<file path="src/rtl/rtype_instr_encoder_if.sv">
// rtl/rtype_instr_encoder_if.sv - request/response bundle for the R-type instruction encoder
interface rtype_instr_encoder_if #(
   parameter int INSTR_WIDTH  = 32,
   parameter int ALU_OP_WIDTH = 4,
   parameter int DEPTH        = 4,
   parameter int FW           = $clog2(DEPTH + 1)
);
   logic                    in_valid;
   logic                    in_ready;
   logic [ALU_OP_WIDTH-1:0] alu_op;
   logic [4:0]              rd;
   logic [4:0]              rs1;
   logic [4:0]              rs2;
   logic                    out_valid;
   logic                    out_ready;
   logic [INSTR_WIDTH-1:0]  instruction;
   logic                    illegal_err;
   logic [7:0]              err_count;
   logic [FW-1:0]           fill_level;

   modport master (
      output in_valid, alu_op, rd, rs1, rs2, out_ready,
      input  in_ready, out_valid, instruction, illegal_err, err_count, fill_level
   );

   modport slave (
      input  in_valid, alu_op, rd, rs1, rs2, out_ready,
      output in_ready, out_valid, instruction, illegal_err, err_count, fill_level
   );
endinterface

</file>
<file path="src/rtl/rtype_instr_encoder.sv">
// rtl/rtype_instr_encoder.sv - alu_op + register indices to RV32I R-type word, FIFO buffered
module rtype_instr_encoder #(
   parameter int INSTR_WIDTH  = 32,
   parameter int ALU_OP_WIDTH = 4,
   parameter int DEPTH        = 4
) (
   input  logic                  clk,
   input  logic                  rst_n,
   rtype_instr_encoder_if.slave  bus
);
   localparam int PW = $clog2(DEPTH);
   localparam int FW = $clog2(DEPTH + 1);
   localparam logic [FW-1:0] DEPTH_L = FW'(DEPTH);
   localparam logic [6:0]    OPCODE  = 7'b0110011;

   logic [INSTR_WIDTH-1:0] r_mem [DEPTH];
   logic [PW-1:0]          r_wr_ptr;
   logic [PW-1:0]          r_rd_ptr;
   logic [FW-1:0]          r_fill;
   logic                   r_live;
   logic                   r_illegal;
   logic [7:0]             r_err_cnt;

   logic [2:0]             w_func3;
   logic [6:0]             w_func7;
   logic                   w_legal;
   logic [INSTR_WIDTH-1:0] w_word;
   logic                   w_in_ready;
   logic                   w_out_valid;
   logic                   w_accept;
   logic                   w_push;
   logic                   w_pop;

   // r_live keeps in_ready low until the first edge after reset release
   assign w_in_ready  = r_live && (r_fill < DEPTH_L);
   assign w_out_valid = (r_fill != '0);
   assign w_accept    = bus.in_valid && w_in_ready;
   assign w_push      = w_accept && w_legal;
   assign w_pop       = w_out_valid && bus.out_ready;

   // Map alu_op to func3/func7; codes outside 0..9 are flagged illegal
   always_comb begin
      w_func3 = 3'b000;
      w_func7 = 7'b0000000;
      w_legal = 1'b1;
      case (bus.alu_op)
         ALU_OP_WIDTH'(0): begin w_func3 = 3'b000; end
         ALU_OP_WIDTH'(1): begin w_func3 = 3'b000; w_func7 = 7'b0100000; end
         ALU_OP_WIDTH'(2): begin w_func3 = 3'b001; end
         ALU_OP_WIDTH'(3): begin w_func3 = 3'b010; end
         ALU_OP_WIDTH'(4): begin w_func3 = 3'b011; end
         ALU_OP_WIDTH'(5): begin w_func3 = 3'b100; end
         ALU_OP_WIDTH'(6): begin w_func3 = 3'b101; end
         ALU_OP_WIDTH'(7): begin w_func3 = 3'b101; w_func7 = 7'b0100000; end
         ALU_OP_WIDTH'(8): begin w_func3 = 3'b110; end
         ALU_OP_WIDTH'(9): begin w_func3 = 3'b111; end
         default:          begin w_legal = 1'b0; end
      endcase
   end

   assign w_word = {w_func7, bus.rs2, bus.rs1, w_func3, bus.rd, OPCODE};

   // FIFO storage: write the encoded word at the tail on a legal accept
   always_ff @(posedge clk) begin
      if (w_push) begin
         r_mem[r_wr_ptr] <= w_word;
      end
   end

   // Pointers, occupancy and the post-reset enable
   always_ff @(posedge clk or negedge rst_n) begin
      if (!rst_n) begin
         r_wr_ptr <= '0;
         r_rd_ptr <= '0;
         r_fill   <= '0;
         r_live   <= 1'b0;
      end else begin
         r_live <= 1'b1;
         if (w_push) begin
            r_wr_ptr <= r_wr_ptr + PW'(1);
         end
         if (w_pop) begin
            r_rd_ptr <= r_rd_ptr + PW'(1);
         end
         case ({w_push, w_pop})
            2'b10:   r_fill <= r_fill + FW'(1);
            2'b01:   r_fill <= r_fill - FW'(1);
            default: r_fill <= r_fill;
         endcase
      end
   end

   // Illegal-op pulse and saturating drop counter
   always_ff @(posedge clk or negedge rst_n) begin
      if (!rst_n) begin
         r_illegal <= 1'b0;
         r_err_cnt <= 8'd0;
      end else begin
         r_illegal <= w_accept && !w_legal;
         if (w_accept && !w_legal && (r_err_cnt != 8'hFF)) begin
            r_err_cnt <= r_err_cnt + 8'd1;
         end
      end
   end

   // Head word is forced to zero when empty so reset shows a clean output
   assign bus.instruction = w_out_valid ? r_mem[r_rd_ptr] : '0;
   assign bus.in_ready    = w_in_ready;
   assign bus.out_valid   = w_out_valid;
   assign bus.fill_level  = r_fill;
   assign bus.illegal_err = r_illegal;
   assign bus.err_count   = r_err_cnt;
endmodule

</file>
<file path="src/flat_wrapper.sv">
// flat-port wrapper written by rule: the top's interface ports become plain ports
module rtype_instr_encoder_flat 
#(
   parameter int INSTR_WIDTH  = 32,
   parameter int ALU_OP_WIDTH = 4,
   parameter int DEPTH        = 4
)
  (clk, rst_n, bus_in_valid, bus_alu_op, bus_rd, bus_rs1, bus_rs2, bus_out_ready, bus_in_ready, bus_out_valid, bus_instruction, bus_illegal_err, bus_err_count, bus_fill_level);
  rtype_instr_encoder_if #(.DEPTH(DEPTH), .INSTR_WIDTH(INSTR_WIDTH), .ALU_OP_WIDTH(ALU_OP_WIDTH)) bus_i ();
  input  logic clk;
  input  logic rst_n;
  input wire logic [$bits(bus_i.in_valid)-1:0] bus_in_valid;
  input wire logic [$bits(bus_i.alu_op)-1:0] bus_alu_op;
  input wire logic [$bits(bus_i.rd)-1:0] bus_rd;
  input wire logic [$bits(bus_i.rs1)-1:0] bus_rs1;
  input wire logic [$bits(bus_i.rs2)-1:0] bus_rs2;
  input wire logic [$bits(bus_i.out_ready)-1:0] bus_out_ready;
  output wire logic [$bits(bus_i.in_ready)-1:0] bus_in_ready;
  output wire logic [$bits(bus_i.out_valid)-1:0] bus_out_valid;
  output wire logic [$bits(bus_i.instruction)-1:0] bus_instruction;
  output wire logic [$bits(bus_i.illegal_err)-1:0] bus_illegal_err;
  output wire logic [$bits(bus_i.err_count)-1:0] bus_err_count;
  output wire logic [$bits(bus_i.fill_level)-1:0] bus_fill_level;
  assign bus_i.in_valid = bus_in_valid;
  assign bus_i.alu_op = bus_alu_op;
  assign bus_i.rd = bus_rd;
  assign bus_i.rs1 = bus_rs1;
  assign bus_i.rs2 = bus_rs2;
  assign bus_i.out_ready = bus_out_ready;
  assign bus_in_ready = bus_i.in_ready;
  assign bus_out_valid = bus_i.out_valid;
  assign bus_instruction = bus_i.instruction;
  assign bus_illegal_err = bus_i.illegal_err;
  assign bus_err_count = bus_i.err_count;
  assign bus_fill_level = bus_i.fill_level;
  rtype_instr_encoder #(.INSTR_WIDTH(INSTR_WIDTH), .ALU_OP_WIDTH(ALU_OP_WIDTH), .DEPTH(DEPTH)) u_core (.clk(clk), .rst_n(rst_n), .bus(bus_i));
endmodule
</file>
<file path="config.mk">
export PLATFORM = sky130hd
export DESIGN_NAME = rtype_instr_encoder_flat
export DESIGN_NICKNAME = d
export VERILOG_FILES = /design/src/rtl/rtype_instr_encoder_if.sv /design/src/rtl/rtype_instr_encoder.sv /design/src/flat_wrapper.sv
export SDC_FILE = /design/constraint.sdc
export NUM_CORES = 1
export LEC_CHECK = 0
export CAP_MARGIN = 40
export CORE_MARGIN = 1
export CORE_UTILIZATION = 40
export CTS_CLUSTER_DIAMETER = 40
export DETAILED_ROUTE_END_ITERATION = 6
export HOLD_SLACK_MARGIN = 0.06
export PLACE_DENSITY = 0.77
export SLEW_MARGIN = 40
export SYNTH_ARGS = -nofsm -noshare
export SYNTH_HDL_FRONTEND = slang
export SYNTH_SLANG_ARGS = --single-unit
</file>
<file path="constraint.sdc">
create_clock -name clk -period 1.8 [get_ports clk]
set_input_delay 0.18 -clock clk [delete_from_list [all_inputs] [get_ports clk]]
set_output_delay 0.18 -clock clk [all_outputs]
set_load 0.01 [all_outputs]
</file>
==> results.yml, run 1 <==
outcome:
  status: "finished, violations left"
  violations: "negative setup slack"
detailed_routing:
  drtPass1Iterations: 4
  drtIter0Drc: 85
  vias_per_cell: 4.684
  drc_errors: 0
  routed_wl_microns: 7208
  vias: 2178
  wire_per_inst_microns: 15.50
  ant_nets: 0
place:
  gp_congestion: 0.7553
  post_dp_cell_area_sq_um: 4950
  hpwl_microns: 4753
  port_buffers: 59
  place_inst: 441
critical_path:
  slowest_stage: "dfrtp_2"
  cp_top_family: "buffers and inverters"
  worst-path-max-fanout: 5
  worst-path-buf-inv: 4
  worst_setup_path_end_kind: "primary output"
  arrival_ns: 1.83
  critical-path-max-stage-delay_ns: 0.43
  worstSetupPathType: "reg -> out"
  required_ns: 1.62
  crit_chain: "buf_6, buf_6, buf_12, mux4_2, and2_4, buf_6"
  startpoint_type: "register"
  cpMostUsedCell: "buf_6"
synth:
  synth_seq_cells: 93
  syn-cell-area_sq_um: 3963
  synth_flop_cell: "edfxtp_1"
  synth_cells: 234
  synth_edf_count: 76
  ys_warn_count: 0
  syn-mean-instance-area_sq_um: 16.93
  seq_area_frac_synth_pct: 68.33
  netlist-cell-type-count: 37
  synth-async-reset-ratio_pct: 18.28
grt:
  grt_pass1_wl_microns: 11670
  overflow: 0
  grt_use_total_pct: 15.61
  grt_max_degree: 20
  grt_antenna_before_repair: 0
  first_global_vias: 2305
layout:
  insertedDiodeCount: 0
  synthToLayoutAreaGrowth_pct: 33.19
  fin_nets: 361
  final_area_sq_um: 5278
  stdcell_count: 465
  finalCoreUtilization_pct: 56.05
  drive_gt1_share_pct: 39.58
die:
  rows: 35
  coreArea_sq_um: 9415
  dieArea_sq_um: 10310
  initial_utilization_pct: 42.09
  fp.dieW_microns: 101.5
  die_h_microns: 101.5
  io_pins: 69
sta:
  period_needed_ns: 2.011
  clock-skew-final_ns: 0.006761
  period_share_pct: 111.7
  setup_viol: 21
  layout_setup_ws_ns: -0.2110
  max_freq_mhz: 497.3
  whs_ns: 0.1439
  hold_viol: 0
  rsz0062_at_grt: "yes"
  finalMaxSlewViolations: 0
power:
  p_comb_share_pct: 43.8
  p_clk_share_pct: 18.9
  internal_power_uw: 5133
  p_sw_share_pct: 29.25
  p_per_area_nw_per_um2: 1375
  p_sw_uw: 2122
  p_leak_uw: 0.001997
  vdd_drop_max_mv: 0.6518
  seqPwrFrac_pct: 37.2
  power_uw: 7255
clock_tree:
  htreeDepth: 3
  cts_tree: "built"
  cts.root.buffer_cell: "clkbuf_8"
  cts_buffers: 9
  cts_hold_buf: 0
  cts_max_path_buffers: 2
  clock-sinks: 93
  insertion_delay_ns: 0.35
  clk_pin_slew_ns: 0.09
min_path:
  hold_path_class: "in -> async"
run:
  max-cap-violations: 0
[cells in the mapped netlist, types with 3 or more instances]
| library cell | n | area (sq um) |
|---|---|---|
| o21ai_0 | 4 | 20.02 |
| edfxtp_1 | 76 | 2282 |
| dfrtp_1 | 17 | 425.4 |
| xnor2_1 | 4 | 35.03 |
| xor2_1 | 6 | 52.55 |
| buf_4 | 14 | 105.1 |
| nor2_1 | 9 | 33.78 |
| nor3_2 | 3 | 30.03 |
| and2_1 | 24 | 150.1 |
| mux4_2 | 19 | 427.9 |
| clkbuf_1 | 5 | 18.77 |
| nand2_1 | 6 | 22.52 |
| inv_1 | 8 | 30.03 |
| ha_1 | 6 | 75.07 |
[power by group through the flow]
stage,clock network [uW],logic (uW),registers (uW)
global placement,0,2810,2740
detailed placement,0,2860,2760
global route,1490,3460,2730
CTS,1400,3010,2690
finish,1370,3180,2700
floorplan,0,1460,2750
[cell usage in the layout (no fill, tap or decap), drive strengths merged]
cell and count:
and2 24, o22ai 1, or2 1, clkinv 3, bufinv 1, a311oi 1, ha 6, and3 1
clkbuf 13, conb 10, clkinvlp 1, nand3 2, nand4 2, nand3b 1, a21oi 2, dlygate4sd2 1
a31oi 1, mux2 4, fa 1, clkdlybuf4s50 34, nor2 10, xnor2 4, nand2b 2, inv 10
nor3b 1, xor2 6, dfrtp 17, buf 61, nor3 3, o21ai 5, nand2 6, nor2b 2
mux2i 2, mux4 19, or2b 1, edfxtp 76, or3 1
[metrics by stage]
| stage | setup WS (ns) | setup TNS, ns |
|---|---|---|
| 4_1_cts | -0.2376 | -4.032 |
| 3_3_place_gp | -0.1899 | -2.998 |
| 2_1_floorplan | -0.05606 | -0.05606 |
| 3_5_place_dp | -0.2666 | -6.369 |
| 6_report | -0.2110 | -3.119 |
| 5_1_grt | -0.2654 | -4.414 |
[registers in the layout, summed over array words and instances, names as in the netlist]
| register | count |
|---|---|
| u_core.r_mem | 76 |
| u_core.bus.fill_level | 3 |
| u_core.bus.err_count | 8 |
| u_core.bus.illegal_err | 1 |
| u_core.r_live | 1 |
| u_core.r_rd_ptr | 2 |
| u_core.r_wr_ptr | 2 |
[what timing repair did]
item                                    4_1_cts  5_1_grt
setup buffers                                 7        1
endpoints found under the setup margin       26       30
resized for setup                           102       35
cloned                                        2        0
pin swaps                                    12        6
[worst register-to-register path: stages (launching register included)]
cell and delay (ns):
dfrtp_1 0.39, or3_4 0.47, and2_4 0.19, ha_4 0.16
inv_2 0.04, fa_1 0.16, xor2_1 0.15, nor2_1 0.06
xor2_1 0.14
[layout make-up]
cell class / instances / area (sq um)
Clock inverter: 7 / 73.82
Sequential cell: 93 / 2709
Fill cell: 764 / 4138
Clock buffer: 9 / 123.9
Tap cell: 129 / 161.4
Inverter: 8 / 30.03
Timing Repair Buffer: 100 / 985.9
Multi-Input combinational cell: 119 / 1194
[cells by family (layout without fill, tap and decap cells)]
family	count (synthesis)	count (layout)	synth area share [%]
AO/OA/AOI/OAI	10	10	1.516
buffers and inverters	30	124	4.421
multiplexers	25	25	12.44
XOR/XNOR	10	10	2.210
flip-flops	93	93	68.33
other	2	10	0.1895
AND/OR/NAND/NOR	57	57	8.494
adder cells (fa/ha/maj)	7	7	2.400
[final timing paths]
| path | endpoint | depth (start not counted) | slack [ns] | from |
|---|---|---|---|---|
| worst min-delay path | u_core.bus.err_count[5]$_DFFE_PN0P_ | 2 | 0.14 | rst_n |
| worst min register to register | u_core.bus.err_count[0]$_DFFE_PN0P_ | 1 | 0.56 | u_core.bus.err_count[0]$_DFFE_PN0P_ |
| worst max register to register | u_core.bus.fill_level[2]$_DFFE_PN0P_ | 8 | -0.07 | u_core.bus.fill_level[0]$_DFFE_PN0P_ |
| min in group clk | u_core.r_mem[0][2]$_DFFE_PP_ | 1 | 0.47 | bus_rd[2] |
| max in group asynchronous | u_core.r_rd_ptr[0]$_DFFE_PN0P_ | 2 | 1.44 | rst_n |
| worst max-delay path | bus_instruction[10] | 6 | -0.21 | u_core.r_rd_ptr[0]$_DFFE_PN0P_ |
[layer usage]
layer  vias to the layer above  part of all wire, %  GRT usage, %
met2                        68                   48         25.78
met1                      1059                   46         20.35
li1                       1040                    -             -
met4                         0                  1.6         6.020
met5                         -                    0             0
met3                        11                  4.7         3.244
No activity file was read; power rests on OpenSTA's default activity.
==> run 2, diff against run 1 <==
--- a/config.mk
+++ b/config.mk
@@ -5,13 +5,14 @@
 export SDC_FILE = /design/constraint.sdc
 export NUM_CORES = 1
 export LEC_CHECK = 0
+export ABC_AREA = 1
 export CAP_MARGIN = 40
 export CORE_MARGIN = 1
 export CORE_UTILIZATION = 40
 export CTS_CLUSTER_DIAMETER = 40
 export DETAILED_ROUTE_END_ITERATION = 6
 export HOLD_SLACK_MARGIN = 0.06
-export PLACE_DENSITY = 0.77
+export PLACE_DENSITY = 0.76
 export SLEW_MARGIN = 40
 export SYNTH_ARGS = -nofsm -noshare
 export SYNTH_HDL_FRONTEND = slang
==> run 2 against run 1 <==
  * The flow still finishes with violations (negative setup slack)
  * Power rose by 2.3%
  * Core utilization shrank 1.5 points
  * Sequential power about the same
  * Final cell count is 34% higher
  * Non-clock buffer count is 7 higher
  * Clock skew decreased by 0.0017 ns
  * Combinational power increased by 6.6%
  * Register-to-register slack improved by 0.15 ns
  * Maximum frequency rose by 9.2%
  * Largest power group unchanged
==> results.yml, run 2 <==
sta:
  period_needed_ns: 1.841
  slew_headroom_pct: 66.63
  layout_setup_ws_ns: -0.04108
  whs_ns: 0.1604
  clock-skew-final_ns: 0.005038
  fin_setup_tns_ns: -0.07205
  rsz0062_at_grt: "yes"
  hold_viol: 0
  setup_viol: 2
  tightest_slew_ns: 0.4968
  period_share_pct: 102.3
  finalMaxSlewViolations: 0
  max_freq_mhz: 543.2
layout:
  largest_register_ff_count: 76
  finalCoreUtilization_pct: 54.59
  final_common_cell: "nor2_1"
  fillers: 863
  fin_nets: 515
  top_register: "u_core.r_mem"
  final_area_sq_um: 5360
  synthToLayoutAreaGrowth_pct: 31.09
  mostFrequentLayoutCells: "nor2_1 (80), edfxtp_1 (76), nand2_1 (48)"
  insertedDiodeCount: 0
  drive_gt1_share_pct: 23.06
synth:
  synth_flop_cell: "edfxtp_1"
  synth-async-reset-ratio_pct: 18.28
  syn-cell-area_sq_um: 4089
  synth_cells: 385
  yosysTopAreaCellShare_pct: 55.81
  syn-mean-instance-area_sq_um: 10.62
  ys_warn_count: 0
  yosysTopAreaCell: "edfxtp_1"
  synth_common_cells: "nor2_1 (91), edfxtp_1 (76), nand2_1 (50)"
  netlist-cell-type-count: 24
  synth_edf_count: 76
  synth_seq_cells: 93
  synth.area.top_cells: "edfxtp_1 (56%), dfrtp_1 (10%), nor2_1 (8.4%)"
  seq_area_frac_synth_pct: 66.22
  yosysMostFrequentCell: "nor2_1"
critical_path:
  critical-path-max-stage-delay_ns: 0.53
  r2r-start: "u_core.bus.fill_level[1]$_DFFE_PN0P_"
  r2r_cells: 10
  startpoint_type: "register"
  r2r-end: "u_core.bus.fill_level[2]$_DFFE_PN0P_"
  worst-path-max-fanout: 8
  rrSetupSlack_ns: 0.08
  slowest_stage: "dfrtp_2"
  worst_setup_path_end_kind: "primary output"
  crit_chain: "clkbuf_16, nor2_2, nor2_1, o21ai_1, a21oi_1, buf_2"
  arrival_ns: 1.66
  worstSetupPathType: "reg -> out"
  required_ns: 1.62
grt:
  first_global_vias: 2980
  grt_pass1_wl_microns: 14060
  grtUsageMet3_pct: 4.000
  overflow: 0
  grt_util_met2_pct: 32.15
  grt_max_degree: 18
  grt-busiest-layer: "met2"
  grt_use_total_pct: 18.05
  grt_antenna_before_repair: 0
  use_met1_pct: 21.36
place:
  hpwl_microns: 6187
  gp_congestion: 0.7349
  post_dp_cell_area_sq_um: 5077
  place_ws_ns: -0.3136
  port_buffers: 59
detailed_routing:
  vias: 3025
  drc_errors: 0
  routed_wl_microns: 9047
  vias_per_cell: 4.856
  drtPass1Iterations: 4
  ant_nets: 0
  drtIter0Drc: 114
  wire_per_inst_microns: 14.52
die:
  die_h_microns: 103.1
  coreArea_sq_um: 9819
  io_pins: 69
  initial_utilization_pct: 41.64
  rows: 36
  fp.dieW_microns: 103.1
  dieArea_sq_um: 10630
clock_tree:
  insertion_delay_ns: 0.35
  cts.root.buffer_cell: "clkbuf_8"
  cts_buffers: 9
  clock-sinks: 93
  cts_tree: "built"
  htreeDepth: 3
  clk_pin_slew_ns: 0.08
  cts_max_path_buffers: 2
  cts_hold_buf: 0
min_path:
  hold_path_class: "in -> async"
outcome:
  status: "finished, violations left"
  violations: "negative setup slack"
power:
  p_per_area_nw_per_um2: 1385
  p_leak_uw: 0.002132
  vdd_drop_max_mv: 0.7537
run:
  max-cap-violations: 0
[run 2: power by group]
group          internal [uW]  switching (uW)
registers               2520             178
clock network            640             697
logic                   1580            1800
[run 2: stage by stage]
step	std cells	total power, uW
2_1_floorplan	393	4376
3_3_place_gp	601	5984
3_5_place_dp	601	6102
4_1_cts	621	7457
5_1_grt	623	7914
6_report	623	7424
[run 2: area by class of cell]
class | instances | area [sq um] | area share [%]
inverters | 25 | 101.3 | 1.891
clock buffers | 10 | 127.6 | 2.381
clock inverters | 6 | 62.56 | 1.167
multi-input cells | 249 | 1234 | 23.02
flip-flops and latches | 93 | 2709 | 50.54
repair buffers | 107 | 959.7 | 17.90
well taps | 133 | 166.4 | 3.105
[run 2: cell families after synthesis]
logic type / synth area share (%)
other: 0.1837
DFF: 66.22
xor gates and xnor gates: 1.499
buffers and inverters: 6.242
AOI/OAI and AO/OA: 8.568
adders and majority gates: 2.326
and+or+nand+nor: 14.96
[run 2: critical path: cells and delay by family, from the launching register on]
kind,cells,cell delay [ns]
DFF,1,0.53
and+or+nand+nor,2,0.15
AOI/OAI and AO/OA,2,0.25
buffers and inverters,2,0.38
[run 2: what timing repair did]
action	CTS	global route
resized for setup	70	72
cloned	0	2
endpoints found under the setup margin	26	26
pin swaps	8	28
endpoints found under the hold margin	0	0
setup buffers	4	1
[run 2: metal layers]
layer	routed length [microns]	vias up
met5	0	-
met4	169	0
met3	357	14
met2	4746	78
met1	3774	1468
li1	-	1465
[run 2: worst max path at each step]
stage,from,end,slack (ns),cells after the start
after floorplan,u_core.bus.fill_level[1]$_DFFE_PN0P_,u_core.bus.fill_level[2]$_DFFE_PN0P_,-0.25,10
after global placement,bus_alu_op[1],u_core.bus.fill_level[2]$_DFFE_PN0P_,-0.25,9
after detailed placement,bus_alu_op[1],u_core.bus.fill_level[2]$_DFFE_PN0P_,-0.31,9
after CTS,u_core.r_rd_ptr[0]$_DFFE_PN0P_,bus_instruction[13],-0.06,5
after global routing,u_core.r_rd_ptr[0]$_DFFE_PN0P_,bus_instruction[23],-0.10,6
final,u_core.r_rd_ptr[0]$_DFFE_PN0P_,bus_instruction[20],-0.04,6
==> RTL edit (config.mk and constraints of run 1) <==
`DEPTH` is set to 4 in 3 places; all go to 2.
--- a/src/rtl/rtype_instr_encoder_if.sv
+++ b/src/rtl/rtype_instr_encoder_if.sv
@@ -4,3 +4,3 @@
    parameter int ALU_OP_WIDTH = 4,
-   parameter int DEPTH        = 4,
+   parameter int DEPTH        = 2,
    parameter int FW           = $clog2(DEPTH + 1)
--- a/src/rtl/rtype_instr_encoder.sv
+++ b/src/rtl/rtype_instr_encoder.sv
@@ -4,3 +4,3 @@
    parameter int ALU_OP_WIDTH = 4,
-   parameter int DEPTH        = 4
+   parameter int DEPTH        = 2
 ) (
--- a/src/flat_wrapper.sv
+++ b/src/flat_wrapper.sv
@@ -5,3 +5,3 @@
    parameter int ALU_OP_WIDTH = 4,
-   parameter int DEPTH        = 4
+   parameter int DEPTH        = 2
 )
Interface: changed (resized bus_fill_level); port bits go from 69 to 68. No check against the original RTL was run, so the function may have changed too.
==> RTL edit against run 1 <==
- critical path depth fell by 4
- largest cell class unchanged
- sequential cell count fell by 41
- final area fell by 41%
- critical path type unchanged
- power fell by 46%
- via count fell by 31%
- setup slack improved by 0.31 ns
- routed wire length fell by 42%
- sequential share of layout area fell by 3.6 points
- global-route usage fell by 0.88 points
- area after synthesis fell by 41%
- final cell count fell by 32%
- synthesized cell count fell by 25%
==> RTL edit: results (changes against run 1) <==
Synth Area in Adders: 0.01079 (-0.01321)
Drt wl/cell: 13.20 um (-15%)
Top post-synthesis cells by count: edfxtp_1 (38), nor2_1 (33), mux2i_1 (20)
Port buffer count: 58 (-1.7%)
Drt first pass iters: 6 (+2)
Placer Congestion: 0.8181 (+8.3%)
Non-CTS inverters: 4 (-4)
Multi-input gate area: 724.4 um^2 (-39%)
Count of distinct cell types in the synthesized netlist: 34 (-8.1%)
Sequential area share after synthesis: 0.6429 (-0.04036)
First-pass GRT wire length: 6865 um (-41%)
Vias: 1,496 (-31%)
Static leakage: 1.282 nW (-36%)
Clk. pwr: 0.666 mW (-51%)
Logic gate share of total power: 0.428 (-0.010)
End of the critical path: bus_in_ready
Critical-path top delay cell: clkdlybuf4s50_1
Async SR Flop Fraction: 0.2692 (+0.08644)
R2R Path End: u_core.bus.err_count[5]
Clk sink count: 52 (-44%)
Vias in the first global route: 1,439 (-38%)
H-tree depth: 2 (-1)
DP HPWL: 2933 um (-38%)
Worst-Skew Late Latency: 0.30 ns (-0.05 ns)
DRT iter0 DRCs: 89 (+4.7%)
Sequential share of cell area: 0.4778 (-0.03550)
Placement Setup Slack: -0.05198 ns (+0.2146 ns)
Total GRT Usage: 0.1473 (-0.008820)
Final min period: 1.701 ns (-0.3101 ns)
Status: complete, no violations
CTS resizes: 27 (-74%)
Post-synthesis compound-gate area fraction: 0.03991 (+0.02476)
Buffering overhead: 0.2263 (+0.03945)
Setup Fix Bufs, Post-CTS: 1 (-6)
Layout cells sized above 1: 0.1463 (-0.2495)
Plain + repair buffers: 74 (-26%)
==> RTL edit: cell types whose count changed after synthesis, sizes merged, moves of 18 or more <==
| cell | delta |
|---|---|
| mux4 | -19 |
| mux2i | +18 |
| edfxtp | -38 |
| and2 | -24 |
| nor2 | +24 |
==> RTL edit: per-layer routing <==
layer	GRT usage	vias to the layer above	routed length (um)
met5	0	-	0
met4	0.03704	0	14
met3	0.03023	2	230
met2	0.2579	61	2167
met1	0.1856	707	1785
li1	-	726	-
==> RTL edit: metrics by stage <==
stage | power (mW) | instances | TNS (ns) | util | instance area (um^2)
floorplan | 2.495 | 183 | -1.636 | - | 2355
global placement | 3.367 | 308 | -0.01219 | 0.5454 | 3022
detailed placement | 3.400 | 308 | -0.1085 | 0.5454 | 3022
CTS | 3.967 | 318 | 0 | 0.5626 | 3117
global route | 4.158 | 318 | 0 | 0.5639 | 3124
finish | 3.913 | 318 | 0 | 0.5639 | 3124
